$ cat src/rtl/dual_key_debounce.sv
// Two-channel switch conditioner: each raw key passes through a two-flop synchroniser,
// then a stability counter and FSM that only accept a level held for CNT_MAX cycles.
module dual_key_debounce #(
    parameter int CNT_MAX = 500000,
    parameter int CNT_W   = 20
) (
    input  logic clk,
    input  logic rst,
    input  logic key_a_in,
    input  logic key_b_in,
    output logic a_out,
    output logic b_out,
    output logic a_rise,
    output logic a_fall,
    output logic b_rise,
    output logic b_fall
);

    typedef enum logic {
        ST_STABLE   = 1'b0,
        ST_COUNTING = 1'b1
    } state_t;

    localparam logic [CNT_W-1:0] CNT_LAST = CNT_W'(CNT_MAX - 1);
    localparam logic [CNT_W-1:0] CNT_ONE  = CNT_W'(1);

    logic [1:0] key_raw;
    logic [1:0] deb_level;
    logic [1:0] deb_rise;
    logic [1:0] deb_fall;

    // Bit 0 is channel A, bit 1 is channel B; the channels share nothing else.
    assign key_raw = {key_b_in, key_a_in};

    generate
        for (genvar gi = 0; gi < 2; gi++) begin : g_chan
            logic             s1_reg;
            logic             s2_reg;
            state_t           state_reg;
            state_t           state_next;
            logic [CNT_W-1:0] cnt_reg;
            logic [CNT_W-1:0] cnt_next;
            logic             out_reg;
            logic             out_next;
            logic             rise_reg;
            logic             rise_next;
            logic             fall_reg;
            logic             fall_next;

            always_ff @(posedge clk) begin
                if (rst) begin
                    s1_reg    <= 1'b0;
                    s2_reg    <= 1'b0;
                    state_reg <= ST_STABLE;
                    cnt_reg   <= '0;
                    out_reg   <= 1'b0;
                    rise_reg  <= 1'b0;
                    fall_reg  <= 1'b0;
                end else begin
                    s1_reg    <= key_raw[gi];
                    s2_reg    <= s1_reg;
                    state_reg <= state_next;
                    cnt_reg   <= cnt_next;
                    out_reg   <= out_next;
                    rise_reg  <= rise_next;
                    fall_reg  <= fall_next;
                end
            end

            always_comb begin
                state_next = state_reg;
                cnt_next   = cnt_reg;
                out_next   = out_reg;
                rise_next  = 1'b0;
                fall_next  = 1'b0;
                case (state_reg)
                    ST_STABLE: begin
                        cnt_next = '0;
                        if (s2_reg != out_reg) begin
                            state_next = ST_COUNTING;
                            cnt_next   = CNT_ONE;
                        end
                    end
                    ST_COUNTING: begin
                        if (s2_reg == out_reg) begin
                            // Bounced back to the accepted level: discard the count.
                            state_next = ST_STABLE;
                            cnt_next   = '0;
                        end else if (cnt_reg == CNT_LAST) begin
                            state_next = ST_STABLE;
                            cnt_next   = '0;
                            out_next   = s2_reg;
                            rise_next  = s2_reg;
                            fall_next  = ~s2_reg;
                        end else begin
                            cnt_next = cnt_reg + CNT_ONE;
                        end
                    end
                    default: begin
                        state_next = ST_STABLE;
                        cnt_next   = '0;
                    end
                endcase
            end

            assign deb_level[gi] = out_reg;
            assign deb_rise[gi]  = rise_reg;
            assign deb_fall[gi]  = fall_reg;
        end
    endgenerate

    assign a_out  = deb_level[0];
    assign b_out  = deb_level[1];
    assign a_rise = deb_rise[0];
    assign b_rise = deb_rise[1];
    assign a_fall = deb_fall[0];
    assign b_fall = deb_fall[1];

endmodule

$ cat config.mk
export PLATFORM = sky130hd
export DESIGN_NAME = dual_key_debounce
export DESIGN_NICKNAME = d
export VERILOG_FILES = /design/src/rtl/dual_key_debounce.sv
export SDC_FILE = /design/constraint.sdc
export NUM_CORES = 1
export LEC_CHECK = 0
export CORE_MARGIN = 10
export CORE_UTILIZATION = 50
export DETAILED_ROUTE_END_ITERATION = 10
export PLACE_DENSITY = 0.68
export SLEW_MARGIN = 20
export SYNTH_ARGS = -nofsm -noshare
export SYNTH_HDL_FRONTEND = slang
export SYNTH_SLANG_ARGS = --single-unit
export TNS_END_PERCENT = 20
$ cat constraint.sdc
create_clock -name clk -period 2.5 [get_ports clk]
set_input_delay 0.5 -clock clk [delete_from_list [all_inputs] [get_ports clk]]
set_output_delay 0.5 -clock clk [all_outputs]
set_load 0.1 [all_outputs]
# ---- Word-level counts from Yosys, hierarchy flattened
# Cells that the tools add are included.
dict set report classes {
  n_mux 16
  n_bitwise 8
  order_cmp 0
  n_reduce_logical 4
  n_shift 0
  n_mul 0
  n_div 0
  n_addsub 2
  eq_ne 6
}
# cell count
set op_table {}
lappend op_table {{$mux 20} 4}
lappend op_table {{$pmux 20 s2} 2}
lappend op_table {{$add 20x1->20 const B} 2}
lappend op_table {{$eq 20x19->1 const B} 2}
lappend op_table {{$mux 1} 8}
lappend op_table {{$not 1->1} 8}
lappend op_table {{$reduce_or 4->1} 2}
lappend op_table {{$reduce_and 3->1} 2}
lappend op_table {{$pmux 1 s2} 2}
lappend op_table {{$eq 1x1->1} 2}
lappend op_table {{$ne 1x1->1} 2}
dict set report totals {
  in_bits 4
  word_cells 50
  mem_bits_rw 0
  mem_count 0
  latch_bits 0
  out_inout_bits 6
  rom_bits 0
  register_bits 52
}

# ---- Longest topological paths before layout
dict set report depth {
  word_depth 4
  depth_mapped 7
  mapped_depth_nobuf 5
}

# ---- Worst setup path before layout
# Ideal clock, no wire load.
dict set report synth_timing {
  kind {reg-to-reg}
  startpoint {register g_chan[1].out_reg, in the netlist b_out}
  endpoint {register g_chan[1].cnt_reg[15]}
  synth_period_minus_slack_ns 2.160
  setup_ns 0.064
  arrival_time_ns 2.095
  t_required_ns 2.436
  path_buffers 2
  path_stages_with_launch 7
  setup_slack_ns 0.340
  path_cell_list {dfxtp_1 -> xnor2_1 -> or3_1 -> clkbuf_1 -> o21bai_1 -> buf_2 -> nor2_1}
}
dict set report synth_between {
  elab_chain_len 3
}
# element line_no
set synth_rtl {}
lappend synth_rtl {{start, declared} 43} ;# logic out_reg;
lappend synth_rtl {{start signal, assigned} 64} ;# out_reg <= out_next;
lappend synth_rtl {{$eq 1x1->1} 85} ;# if (s2_reg == out_reg) begin
lappend synth_rtl {{$mux 20} 85}
lappend synth_rtl {{$pmux 20 s2} 76} ;# case (state_reg)
lappend synth_rtl {{end signal, assigned} 63} ;# cnt_reg <= cnt_next;
lappend synth_rtl {{end, declared} 41} ;# logic [CNT_W-1:0] cnt_reg;
# No other way between the ends.
# A chain may end at the register's enable or synchronous reset.

# ---- Worst setup path in the final report
dict set report layout_timing {
  startpoint {register g_chan[1].cnt_reg[0]}
  endpoint {register g_chan[1].cnt_reg[18]}
}
dict set report layout_between {
  elab_chain_len 4
  elab_cells_between_ends 5
  cone_classes {add/sub: 1; eq/ne: 1; mux: 3}
}
# element line_no
set layout_rtl {}
lappend layout_rtl {{$add 20x1->20 / $eq 20x19->1 (equally long branches)} {96, 89}}
lappend layout_rtl {{$mux 20 *} 89} ;# end else if (cnt_reg == CNT_LAST) begin
lappend layout_rtl {{$mux 20 *} 85}
lappend layout_rtl {{$pmux 20 s2 *} 76}
# Mark *: on every way between the ends. The rest lies on a longest branch, timed or not.

==> impl_results.html <==
<table>
<tr><th>Metric</th><th>Value</th></tr>
<tr><th colspan="2">Outcome</th></tr>
<tr><td>Outcome</td><td>finished, final reports clean</td></tr>
<tr><th colspan="2">STA</th></tr>
<tr><td>Tightest Pin Transition</td><td>about 600 ps</td></tr>
<tr><td>Final clock period utilization by the worst path</td><td>0.803</td></tr>
<tr><td>Hold_ws</td><td>roughly 430 ps</td></tr>
<tr><td>Unrepaired setup endpoints after global routing</td><td>false</td></tr>
<tr><td>Post-layout minimum cycle time</td><td>2010 ps</td></tr>
<tr><td>Setup-violating endpoint count in the final report</td><td>0</td></tr>
<tr><td>Max Clk Rate</td><td>0.498 GHz</td></tr>
<tr><td>Final worst setup slack</td><td>493 ps</td></tr>
<tr><td>Sum of negative setup slack</td><td>0 ps</td></tr>
<tr><td>Worst rel slew slack</td><td>0.590</td></tr>
<tr><td>Worst Skew</td><td>12.7 ps</td></tr>
<tr><td>Fin. Hold Viols</td><td>0</td></tr>
<tr><td>Max-slew violation total from the final report</td><td>0</td></tr>
<tr><th colspan="2">Critical path</th></tr>
<tr><td>Slowest-stage cell, CP</td><td>sky130_fd_sc_hd__or4_4</td></tr>
<tr><td>Peak fanout along the critical path</td><td>4</td></tr>
<tr><td>R2R Path Start</td><td>g_chan[1].cnt_reg[0]</td></tr>
<tr><td>Kind of start point of the critical path</td><td>flop</td></tr>
<tr><td>Worst path arrival time</td><td>~2200 ps</td></tr>
<tr><td>End of the worst register-to-register path</td><td>g_chan[1].cnt_reg[18]</td></tr>
<tr><td>Endpoint type of the worst setup path</td><td>flop</td></tr>
<tr><td>Category of the critical setup timing path</td><td>reg2reg</td></tr>
<tr><td>Worst EP required</td><td>2730 ps</td></tr>
<tr><td>Delay contributed by the slowest stage of the critical path</td><td>590 ps</td></tr>
<tr><td>Critical Path, Cell by Cell</td><td>ha_1 -&gt; nand4_2 -&gt; or4_4 -&gt; or4_1 -&gt; a21oi_1</td></tr>
<tr><td>Worst Reg2Reg Path Length in Cells</td><td>5</td></tr>
<tr><td>Worst setup slack for register-to-register paths</td><td>490 ps</td></tr>
<tr><th colspan="2">Placed design</th></tr>
<tr><td>Detailed placement HPWL</td><td>3.31 mm</td></tr>
<tr><td>Placer's final routability congestion estimate</td><td>0.801</td></tr>
<tr><td>Minimum setup slack after placement</td><td>244 ps</td></tr>
<tr><td>Port-buffer cells</td><td>9</td></tr>
<tr><th colspan="2">Logic synthesis</th></tr>
<tr><td>Number of enable-type register cells in the synthesized netlist</td><td>0</td></tr>
<tr><td>Sequential share of the synthesized area</td><td>0.436</td></tr>
<tr><td>Cell with the most instances after synthesis</td><td>sky130_fd_sc_hd__dfxtp_1</td></tr>
<tr><td>Synth unique cells</td><td>37</td></tr>
<tr><td>Synthesized Nets</td><td>between 200 and 300</td></tr>
<tr><td>Syn Std Cell Area</td><td>roughly 2400 um2</td></tr>
<tr><td>Share of the synthesized area in the top cell type</td><td>0.436</td></tr>
<tr><td>Yosys warning total</td><td>0</td></tr>
<tr><td>Mapped Cells</td><td>approximately 270</td></tr>
<tr><td>Cell taking the most area after synthesis</td><td>sky130_fd_sc_hd__dfxtp_1</td></tr>
<tr><td>Average size of a mapped cell</td><td>between 8 and 9 um2</td></tr>
<tr><td>Top cells by area, synth</td><td>sky130_fd_sc_hd__dfxtp_1 (44%), sky130_fd_sc_hd__xnor2_1 (8.1%), sky130_fd_sc_hd__nor2_1 (6.6%), sky130_fd_sc_hd__nor4_1 (4.2%), sky130_fd_sc_hd__nand3_1 (3.8%)</td></tr>
<tr><td>Synth Flop Type</td><td>sky130_fd_sc_hd__dfxtp_1</td></tr>
<tr><td>Number of register bits inferred by synthesis</td><td>between 50 and 60</td></tr>
<tr><td>Async set-or-reset flop fraction in the synthesized netlist</td><td>0</td></tr>
<tr><td>Top cell types by occurrence after synthesis</td><td>sky130_fd_sc_hd__dfxtp_1 (52), sky130_fd_sc_hd__nor2_1 (42), sky130_fd_sc_hd__xnor2_1 (22), sky130_fd_sc_hd__nand3_1 (18), sky130_fd_sc_hd__nor4_1 (16)</td></tr>
<tr><th colspan="2">Clock network</th></tr>
<tr><td>Maximum root-to-sink buffer count</td><td>2</td></tr>
<tr><td>Number of sinks on the clock net</td><td>52</td></tr>
<tr><td>Inserted Clock Buffers</td><td>5</td></tr>
<tr><td>Level count of the clock H-tree</td><td>2</td></tr>
<tr><td>Clk Latency, worst-skew pair</td><td>~300 ps</td></tr>
<tr><td>Number of instances resized during post-cts repair</td><td>0</td></tr>
<tr><td>CTS tree</td><td>yes</td></tr>
<tr><td>Hold-fix buffer count after cts</td><td>0</td></tr>
<tr><td>Clk root buf</td><td>sky130_fd_sc_hd__clkbuf_8</td></tr>
<tr><td>Setup bufs post-CTS</td><td>0</td></tr>
<tr><td>Clock slew at reported path FFs</td><td>100 ps</td></tr>
<tr><th colspan="2">GRT</th></tr>
<tr><td>Via count of the first global-routing pass</td><td>1808</td></tr>
<tr><td>Total overflow reported by the global router</td><td>0</td></tr>
<tr><td>Pin count of the biggest net entering global routing</td><td>17</td></tr>
<tr><td>Tot GR Track Use</td><td>0.124</td></tr>
<tr><td>Global-route wire length before repair</td><td>7.95 mm</td></tr>
<tr><td>Antenna violations before repair</td><td>0</td></tr>
<tr><th colspan="2">Floorplanning</th></tr>
<tr><td>Core area</td><td>4660 um2</td></tr>
<tr><td>Area enclosed by the die boundary</td><td>7940 um2</td></tr>
<tr><td>Number of cell rows</td><td>25</td></tr>
<tr><td>Horiz. Die Dim</td><td>89.1 um</td></tr>
<tr><td>Number of top-level pins</td><td>10</td></tr>
<tr><td>Die height</td><td>~89 um</td></tr>
<tr><td>Initial standard-cell utilization of the core</td><td>0.512</td></tr>
<tr><th colspan="2">Power and ir drop</th></tr>
<tr><td>Leakage component of the power</td><td>0.766 nW</td></tr>
<tr><td>Power per cell area</td><td>504 nW/um2</td></tr>
<tr><td>Worst-case vdd ir drop</td><td>between 400 and 500 uV</td></tr>
<tr><th colspan="2">Detailed routing</th></tr>
<tr><td>Wire length reported by the detailed router</td><td>approximately 4.6 mm</td></tr>
<tr><td>Number of iterations in the first detailed-routing pass</td><td>4</td></tr>
<tr><td>Detail-routed net length per standard cell</td><td>about 13 um</td></tr>
<tr><td>Vias per cell</td><td>5.64</td></tr>
<tr><td>Antenna-violating nets left</td><td>0</td></tr>
<tr><td>DRC viols</td><td>0</td></tr>
<tr><td>Vias</td><td>around 1.9k</td></tr>
<tr><td>Initial detailed-routing violation count</td><td>93</td></tr>
<tr><th colspan="2">Layout</th></tr>
<tr><td>Area added between synthesis and finish</td><td>9.74%</td></tr>
<tr><td>ANT cells</td><td>0</td></tr>
<tr><td>Share of cells above drive strength 1</td><td>0.106</td></tr>
<tr><td>Final net count</td><td>around 290</td></tr>
<tr><td>Flip-flop count of the largest register, all copies and words added</td><td>40</td></tr>
<tr><th colspan="2">Worst hold path</th></tr>
<tr><td>Worst Hold Endpoint</td><td>g_chan[1].cnt_reg[0]</td></tr>
<tr><td>Worst min-delay path startpoint</td><td>g_chan[1].state_reg</td></tr>
<tr><td>Worst hold-check path type</td><td>reg2reg</td></tr>
<tr><td>Number of cells on the worst hold path</td><td>1</td></tr>
<tr><th colspan="2">Flow run</th></tr>
<tr><td>Number of max-cap violations</td><td>0</td></tr>
</table>
## power by group
part,internal (W),leakage (nW),switching (W)
Combinational,0.00000981,0.305,0.00000793
Sequential,0.000832,0.420,0.00000312
Clock,0.000199,0.0414,0.000268
## critical path: cells and delay by family (launching register included)
| kind | cells | cell delay [ps] |
|---|---|---|
| AND/OR/NAND/NOR | 3 | 1170 |
| flip-flops | 1 | 370 |
| adder cells (fa/ha/maj) | 1 | 240 |
| AO/OA/AOI/OAI | 1 | 160 |
## worst max-delay path by stage
stage                              start                    end
floorplan                          b_out  g_chan[1].cnt_reg[15]
global placement                     rst  g_chan[1].cnt_reg[18]
detailed placement                   rst  g_chan[1].cnt_reg[18]
CTS                 g_chan[1].cnt_reg[0]   g_chan[1].cnt_reg[3]
global route        g_chan[0].cnt_reg[0]                 a_rise
finish              g_chan[1].cnt_reg[0]  g_chan[1].cnt_reg[18]
## cells by family (layout without fill, tap and decap cells)
kind of cell	Yosys count	in the layout	share of synthesized area
AO/OA/AOI/OAI	18	18	0.0471
XOR/XNOR	31	31	0.114
adder cells (fa/ha/maj)	2	2	0.0105
buffers and inverters	20	32	0.0340
flip-flops	52	52	0.436
multiplexers	3	3	0.0126
AND/OR/NAND/NOR	146	146	0.346
## layout by cell type, fill, tap and decap left out, types with 2 or more instances in the layout
master	instances
sky130_fd_sc_hd__nor2_1	42
sky130_fd_sc_hd__o21ai_0	2
sky130_fd_sc_hd__o31ai_1	3
sky130_fd_sc_hd__nand3_1	18
sky130_fd_sc_hd__nor4_1	16
sky130_fd_sc_hd__ha_1	2
sky130_fd_sc_hd__clkbuf_8	5
sky130_fd_sc_hd__nor3_1	7
sky130_fd_sc_hd__or4_1	3
sky130_fd_sc_hd__or2_2	5
sky130_fd_sc_hd__mux2i_1	3
sky130_fd_sc_hd__a21oi_1	7
sky130_fd_sc_hd__clkdlybuf4s50_1	3
sky130_fd_sc_hd__inv_1	9
sky130_fd_sc_hd__xnor2_1	22
sky130_fd_sc_hd__buf_4	12
sky130_fd_sc_hd__nor4b_1	5
sky130_fd_sc_hd__and4_1	6
sky130_fd_sc_hd__nand2_1	13
sky130_fd_sc_hd__nor2b_1	7
sky130_fd_sc_hd__xor2_1	9
sky130_fd_sc_hd__or3_1	2
sky130_fd_sc_hd__nand4_1	13
sky130_fd_sc_hd__dfxtp_1	52
sky130_fd_sc_hd__and3_1	2
## area by class of cell
| class | instances | area (um2) |
|---|---|---|
| Sequential cell | 52 | 1040 |
| Fill cell | 436 | 2040 |
| Timing Repair Buffer | 15 | 120 |
| Clock inverter | 2 | 16.3 |
| Tap cell | 54 | 67.6 |
| Inverter | 9 | 33.8 |
| Multi-Input combinational cell | 200 | 1270 |
| Clock buffer | 6 | 72.6 |
## stage by stage
stage	instance area, um2	cells	total power [W]	utilization
floorplan	2390	272	0.000864	-
global route	2620	338	0.00138	0.562
global placement	2530	330	0.000872	0.543
detailed placement	2530	330	0.000873	0.543
finish	2620	338	0.00132	0.562
CTS	2620	338	0.00134	0.562
## metal layers
layer / wire [um] / vias to the layer above / global-route usage
met1: 2100 / 882 / 0.140
met5: 0 / - / 0
met4: 75 / 0 / 0.0549
li1: - / 992 / -
met2: 2250 / 28 / 0.213
met3: 118 / 6 / 0.0328
Note: power is estimated with default switching activity, not from simulation.
